[src/rtl/serial_subtractor_n_if.sv]
// Handshake and operand/result bundle for the bit-serial subtractor.
interface serial_subtractor_n_if #(
  parameter int N = 8
);
  logic         start;
  logic [N-1:0] a;
  logic [N-1:0] b;
  logic [N-1:0] d;
  logic         bout;
  logic         ovf;
  logic         busy;
  logic         done;

  // Requester side: issues start and operands, observes results.
  modport master (
    output start, a, b,
    input  d, bout, ovf, busy, done
  );

  // Subtractor side: consumes start and operands, produces results.
  modport slave (
    input  start, a, b,
    output d, bout, ovf, busy, done
  );
endinterface

[src/rtl/serial_subtractor_n.sv]
// Bit-serial N-bit two's-complement subtractor (d = a - b), LSB first.
// One full-subtractor cell plus a borrow flop; start/busy/done handshake.
module serial_subtractor_n #(
  parameter int N = 8
) (
  input logic                 clk,
  input logic                 rst_n,
  serial_subtractor_n_if.slave bus
);

  localparam int CW = (N > 1) ? $clog2(N) : 1;

  localparam logic [1:0] S_IDLE = 2'd0;
  localparam logic [1:0] S_RUN  = 2'd1;
  localparam logic [1:0] S_DONE = 2'd2;

  logic [1:0]    state;
  logic [N-1:0]  ar;
  logic [N-1:0]  br;
  logic [N-1:0]  sr;
  logic [N-1:0]  d_q;
  logic          w;
  logic          bout_q;
  logic          ovf_q;
  logic          busy_q;
  logic          done_q;
  logic [CW-1:0] cnt;

  logic x;
  logic y;
  logic diff;
  logic w_nxt;
  logic last;

  // Full-subtractor cell on the current LSBs and the running borrow.
  always_comb begin
    x     = ar[0];
    y     = br[0];
    diff  = x ^ y ^ w;
    w_nxt = (~x & y) | (~(x ^ y) & w);
    last  = (cnt == CW'(N - 1));
  end

  // Control FSM, operand shifters, result assembly and held outputs.
  always_ff @(posedge clk or negedge rst_n) begin
    if (!rst_n) begin
      state  <= S_IDLE;
      ar     <= '0;
      br     <= '0;
      sr     <= '0;
      d_q    <= '0;
      w      <= 1'b0;
      bout_q <= 1'b0;
      ovf_q  <= 1'b0;
      busy_q <= 1'b0;
      done_q <= 1'b0;
      cnt    <= '0;
    end else begin
      case (state)
        S_IDLE: begin
          if (bus.start) begin
            ar     <= bus.a;
            br     <= bus.b;
            w      <= 1'b0;
            cnt    <= '0;
            busy_q <= 1'b1;
            state  <= S_RUN;
          end
        end
        S_RUN: begin
          ar <= ar >> 1;
          br <= br >> 1;
          sr <= {diff, sr[N-1:1]};
          w  <= w_nxt;
          if (last) begin
            // On the MSB edge x/y are a[N-1]/b[N-1] and diff is d[N-1],
            // so overflow is derived here without keeping operand copies.
            d_q    <= {diff, sr[N-1:1]};
            bout_q <= w_nxt;
            ovf_q  <= (x ^ y) & (diff ^ x);
            busy_q <= 1'b0;
            done_q <= 1'b1;
            state  <= S_DONE;
          end else begin
            cnt <= cnt + CW'(1);
          end
        end
        S_DONE: begin
          done_q <= 1'b0;
          state  <= S_IDLE;
        end
        default: begin
          busy_q <= 1'b0;
          done_q <= 1'b0;
          state  <= S_IDLE;
        end
      endcase
    end
  end

  assign bus.d    = d_q;
  assign bus.bout = bout_q;
  assign bus.ovf  = ovf_q;
  assign bus.busy = busy_q;
  assign bus.done = done_q;

endmodule
[src/flat_wrapper.sv]
// flat-port wrapper written by rule: the top's interface ports become plain ports
module serial_subtractor_n_flat 
#(
  parameter int N = 8
)
  (clk, rst_n, bus_start, bus_a, bus_b, bus_d, bus_bout, bus_ovf, bus_busy, bus_done);
  serial_subtractor_n_if #(.N(N)) bus_i ();
  input logic clk;
  input logic rst_n;
  input wire logic [$bits(bus_i.start)-1:0] bus_start;
  input wire logic [$bits(bus_i.a)-1:0] bus_a;
  input wire logic [$bits(bus_i.b)-1:0] bus_b;
  output wire logic [$bits(bus_i.d)-1:0] bus_d;
  output wire logic [$bits(bus_i.bout)-1:0] bus_bout;
  output wire logic [$bits(bus_i.ovf)-1:0] bus_ovf;
  output wire logic [$bits(bus_i.busy)-1:0] bus_busy;
  output wire logic [$bits(bus_i.done)-1:0] bus_done;
  assign bus_i.start = bus_start;
  assign bus_i.a = bus_a;
  assign bus_i.b = bus_b;
  assign bus_d = bus_i.d;
  assign bus_bout = bus_i.bout;
  assign bus_ovf = bus_i.ovf;
  assign bus_busy = bus_i.busy;
  assign bus_done = bus_i.done;
  serial_subtractor_n #(.N(N)) u_core (.clk(clk), .rst_n(rst_n), .bus(bus_i));
endmodule
[config.mk]
export PLATFORM = sky130hd
export DESIGN_NAME = serial_subtractor_n_flat
export DESIGN_NICKNAME = d
export VERILOG_FILES = /design/src/rtl/serial_subtractor_n_if.sv /design/src/rtl/serial_subtractor_n.sv /design/src/flat_wrapper.sv
export SDC_FILE = /design/constraint.sdc
export NUM_CORES = 1
export LEC_CHECK = 0
export BUFFER_PORTS_ARGS = -buffer_cell sky130_fd_sc_hd__buf_2
export CAP_MARGIN = 40
export CELL_PAD_IN_SITES_DETAIL_PLACEMENT = 0
export CELL_PAD_IN_SITES_GLOBAL_PLACEMENT = 1
export CORE_MARGIN = 3
export CORE_UTILIZATION = 44
export CTS_CLUSTER_SIZE = 20
export DETAILED_ROUTE_END_ITERATION = 8
export PLACE_DENSITY = 0.78
export SYNTH_ARGS = -nofsm -noshare
export SYNTH_HDL_FRONTEND = slang
export SYNTH_SLANG_ARGS = --single-unit
[constraint.sdc]
create_clock -name clk -period 1.95 [get_ports clk]
set_clock_uncertainty 0.1 [all_clocks]
set_input_delay 0.0975 -clock clk [delete_from_list [all_inputs] [get_ports clk]]
set_output_delay 0.0975 -clock clk [all_outputs]
set_load 0.05 [all_outputs]
# Yosys cells after proc, flatten, opt, wreduce, memory -nomap -nowiden
# Cells that the tools add are included.
[word_totals] output_inout_bits=12 inputBits=19 wordCells=54 register_bits=42
[classes] n_reduce_logical=8 mux=17 add_sub_neg=1 bitwise_logic=11 eq_ne=6
[ops] cell="$pmux W8 S2" count=2
[ops] cell="$mux W8" count=2
[ops] cell="$reduce_and A2 Y1" count=4
[ops] cell="$mux W3" count=2
[ops] cell="$pmux W3 S2" count=1
[ops] cell="$reduce_and A3 Y1" count=2
[ops] cell="$mux W1" count=4
[ops] cell="$mux W2" count=2
[ops] cell="$ne A2 B2 Y1 const B" count=2
[ops] cell="$not A1 Y1" count=4
[ops] cell="$pmux W1 S2" count=2
[ops] cell="$pmux W2 S2" count=1
[ops] cell="$add A3 B1 Y3 const B" count=1
[ops] cell="$and A1 B1 Y1" count=3
[ops] cell="$eq A3 B3 Y1 const B" count=1
[ops] cell="$pmux W1 S3" count=1
[ops] cell="$xor A1 B1 Y1" count=3
[ops] cell="$eq A2 B1 Y1 const B" count=1
[ops] cell="$eq A2 B2 Y1 const B" count=1
[ops] cell="$logic_not A2 Y1" count=1
[ops] cell="$ne A2 B1 Y1 const B" count=1
[ops] cell="$reduce_bool A2 Y1" count=1
[ops] cell="$or A1 B1 Y1" count=1

# Logic depth before layout (Yosys ltp)
[logic_depth] ltp_word=5 ltp_mapped=6

# Least setup slack after synthesis
# No wires, ideal clock.
[synth_path] path_type="reg2reg" startpoint="reg u_core.cnt[0]" endpoint="reg u_core.bout_q (netlist: u_core.bus.bout)" stages_incl_launch_ff=6 slack_ns=0.313 setup_time_ns=0.125 arrival_ns=1.412 path_cell_list="dfrtp_1 > ha_1 > ha_1 > nand3b_4 > buf_6 > mux2_2"
[synth_between] elab_chain_cells=2
[synth_rtl] item="from (decl)" line="serial_subtractor_n.sv:27" rtl="logic [CW-1:0] cnt;"
[synth_rtl] item="from (signal assigned)" line="serial_subtractor_n.sv:85" rtl="cnt <= cnt + CW'(1);"
[synth_rtl] item="$eq A3 B3 Y1" line="serial_subtractor_n.sv:41" rtl="last = (cnt == CW'(N - 1));"
[synth_rtl] item="$reduce_and A2 Y1 (no source line)"
[synth_rtl] item="to (signal assigned)" line="serial_subtractor_n.sv:79" rtl="bout_q <= w_nxt;"
[synth_rtl] item="to (decl)" line="serial_subtractor_n.sv:23" rtl="logic bout_q;"
# Every way passes these cells.
# A chain may end at the register's enable or synchronous reset.

# Worst setup path in the final report
[layout_path] startpoint="reg u_core.cnt[0]" endpoint="reg u_core.d_q[0] (netlist: u_core.bus.d[0])"
[layout_between] elab_chain_cells=2
[layout_rtl] item="$eq A3 B3 Y1" line="serial_subtractor_n.sv:41"
[layout_rtl] item="$reduce_and A2 Y1 (no source line)"
[layout_rtl] item="to (signal assigned)" line="serial_subtractor_n.sv:78" rtl="d_q <= {diff, sr[N-1:1]};"
[layout_rtl] item="to (decl)" line="serial_subtractor_n.sv:21" rtl="logic [N-1:0] d_q;"
# Every way passes these cells.

==> results.ini <==
[status]
status=complete, no violations

[critical_path]
critPathMaxFanout=14
crit_type=reg2reg
path_common_cell=ha_1
reg2reg_depth=4
cp.required_ns=2.03
path_cells=ha_1 -> ha_1 -> nand3b_4 -> mux2_2
cp_slowest_stage_delay_ns=0.42
cp-start-kind=flip-flop
r2r_end=u_core.bus.d[0]
r2r_start=u_core.cnt[0]
slowest_stage=dfrtp_1
reg2reg_slack_ns=0.25
critical_path.startpoint=u_core.cnt[0]
arrival_ns=1.78
critical_path.endpoint_type=flip-flop

[timing]
timing.setup.tns_ns=0
timing.final.ws_setup_ns=0.250
timing.final.crit_share=0.872
min_period_ns=1.70
max_slew_margin=0.705
setup_violations=0
slew_violations=0
worst_pin_slew_ns=0.442
clock.fmax_ghz=0.588
final-hold-violation-count=0
rsz0062_at_grt=no

[floorplanning]
placementRows=22
die_h_um=70.4
die-area_um2=4950
core_um2=3830
die_w_um=70.4
start_util=0.477
ios=31

[pwr]
power_density_nw_per_um2=1850
ir_drop_mv=0.925
leakage_nw=1.03

[routing]
routed_wl_um=3580
drc=0
ant_nets=0
vias_per_cell=5.57
dr.pass1.iters=4
vias=1241
drt-initial-drc-count=66
wl_per_cell_um=16.1

[synthesis]
synth_top_area_cell=dfrtp_1
async_flop_share=1.00
synth_enable_flop_cells=0
yosys_warnings=0
netlist_instances=136
yosys-top-cells-count=dfrtp_1 (41), o22a_1 (17), mux2_2 (14)
synth_top_area_share=0.562
syn_area_per_cell_um2=13.4
seq_area_frac_synth=0.562
synth_area_um2=1820
synthTopCellsByArea=dfrtp_1 (56%), mux2_2 (8.6%), o22a_1 (8.2%), o22a_2 (2.7%), ha_1 (2.1%)
synth_seq_cells=41
ys_types=35
synth_nets=159
synth_most_common_cell=dfrtp_1
synthFlopType=dfrtp_1

[cells_and_area]
fill_cells=326
n_antenna_cell=0
syn2layout_area_growth_pct=19.1
final_nets=197
layout-drive-gt1-share=0.400

[clock_network]
clockBufferDepth=2
cts_setup_buffers=0
h-tree-depth=2
cts_hold_buf=3
path_clk_slew_ns=0.08
root_buffer=clkbuf_8
cts_buffers=5
ctsResizeCount=0
tritoncts=yes
clock_latency_ns=0.29
cts.sinks=41

[place]
place_ws_ns=0.250
routabilityCongestion=0.780
io_buffers=30
dpl.hpwl_um=2520

[grt]
grt_pass1_vias=1329
antenna_found_initial=0
grt_pass1_wl_um=6250
grt_overflow=0
grt_util_all_layers=0.163
grt_start_max_net_pins=20

[min_path]
hold_path.startpoint=bus_a[3]
whs_endpoint=u_core.ar[3]
worst_hold_path_type=in2reg
hold_path_depth=3

[job]
drv_cap=0

-- layout by cell type, fill, tap and decap left out, drive strengths merged --
cell and n:
dfrtp 41, buf 35, o22a 22, mux2 14, nand2 8, o21ai 8
clkbuf 5, inv 5, nand2b 4, nor2 4, o2bb2ai 3, ha 3
dlygate4sd3 3, a22oi 2, a221o 2, a21oi 2, bufinv 2, or2 1
nor3 1, nand3b 1, or4b 1, o221a 1, a22o 1, xor2 1
o31ai 1, nor2b 1, a32o 1, or2b 1, fa 1
-- how the worst max path moves through the flow --
| stage | to | cells past startpoint |
|---|---|---|
| 3_3_place_gp | u_core.bus.d[6] | 4 |
| 3_5_place_dp | u_core.bus.d[1] | 4 |
| 2_1_floorplan | u_core.bus.bout | 5 |
| 5_1_grt | u_core.bus.d[1] | 4 |
| 4_1_cts | u_core.bus.d[1] | 4 |
| 6_report | u_core.bus.d[0] | 4 |
-- cell type report --
cell class                 instances  area [µm²]  area share
timing repair buffer              38         218       0.100
clock buffer                       5        68.8      0.0317
tap                               48        60.1      0.0276
sequential                        41        1030       0.472
clock inverter                     3        68.8      0.0317
inverter                           4        15.0     0.00691
multi-input combinational         84         717       0.330
-- state kept, by name, indices dropped and copies added (netlist names), 2 cells and up --
| register | count |
|---|---|
| u_core.ar | 8 |
| u_core.br | 8 |
| u_core.bus.d | 8 |
| u_core.cnt | 3 |
| u_core.sr | 7 |
| u_core.state | 2 |
-- cell families (layout without fill, tap and decap cells) --
group	after synthesis	after routing	share of synthesized area
buffers and inverters	11	50	0.0446
multiplexers	14	14	0.0864
AND/OR/NAND/NOR	22	22	0.0755
AO/OA/AOI/OAI	43	43	0.195
adder cells (fa/ha/maj)	4	4	0.0316
flip-flops	41	41	0.562
XOR/XNOR	1	1	0.00480
-- where the power goes --
part           internal [W]  leakage, nW  total, W  switching, W
Sequential          0.00125        0.497   0.00152      0.000272
Clock              0.000515       0.0687  0.000814      0.000299
Combinational      0.000733        0.462   0.00169      0.000956
Total               0.00250         1.03   0.00403       0.00153
-- layer usage --
layer / share of wire / up-vias / track usage / wire [µm]
met1: 0.43 / 623 / 0.203 / 1550
met5: 0 / - / 0 / 0
met2: 0.50 / 32 / 0.262 / 1800
met3: 0.052 / 4 / 0.0446 / 187
met4: 0.012 / 0 / 0.0745 / 42
li1: - / 582 / - / -
-- critical path, delay by kind of cell, from the launching register on --
kind                       cells  cell delay, ns
adders and majority gates      2            0.49
DFF                            1            0.42
muxes                          1            0.36
and+or+nand+nor                1            0.22
-- metrics by stage --
stage	util	std cells	total power, W	hold WS [ns]	cell area, µm²
detailed placement	0.524	212	0.00324	-0.0430	2010
global placement	0.524	212	0.00315	-0.0487	2010
finish	0.568	223	0.00403	0.0291	2170
floorplan	-	136	0.00288	-0.298	1820
global route	0.568	223	0.00432	0.0324	2170
CTS	0.568	223	0.00408	0.0240	2170
(Power assumes the default switching activity.)
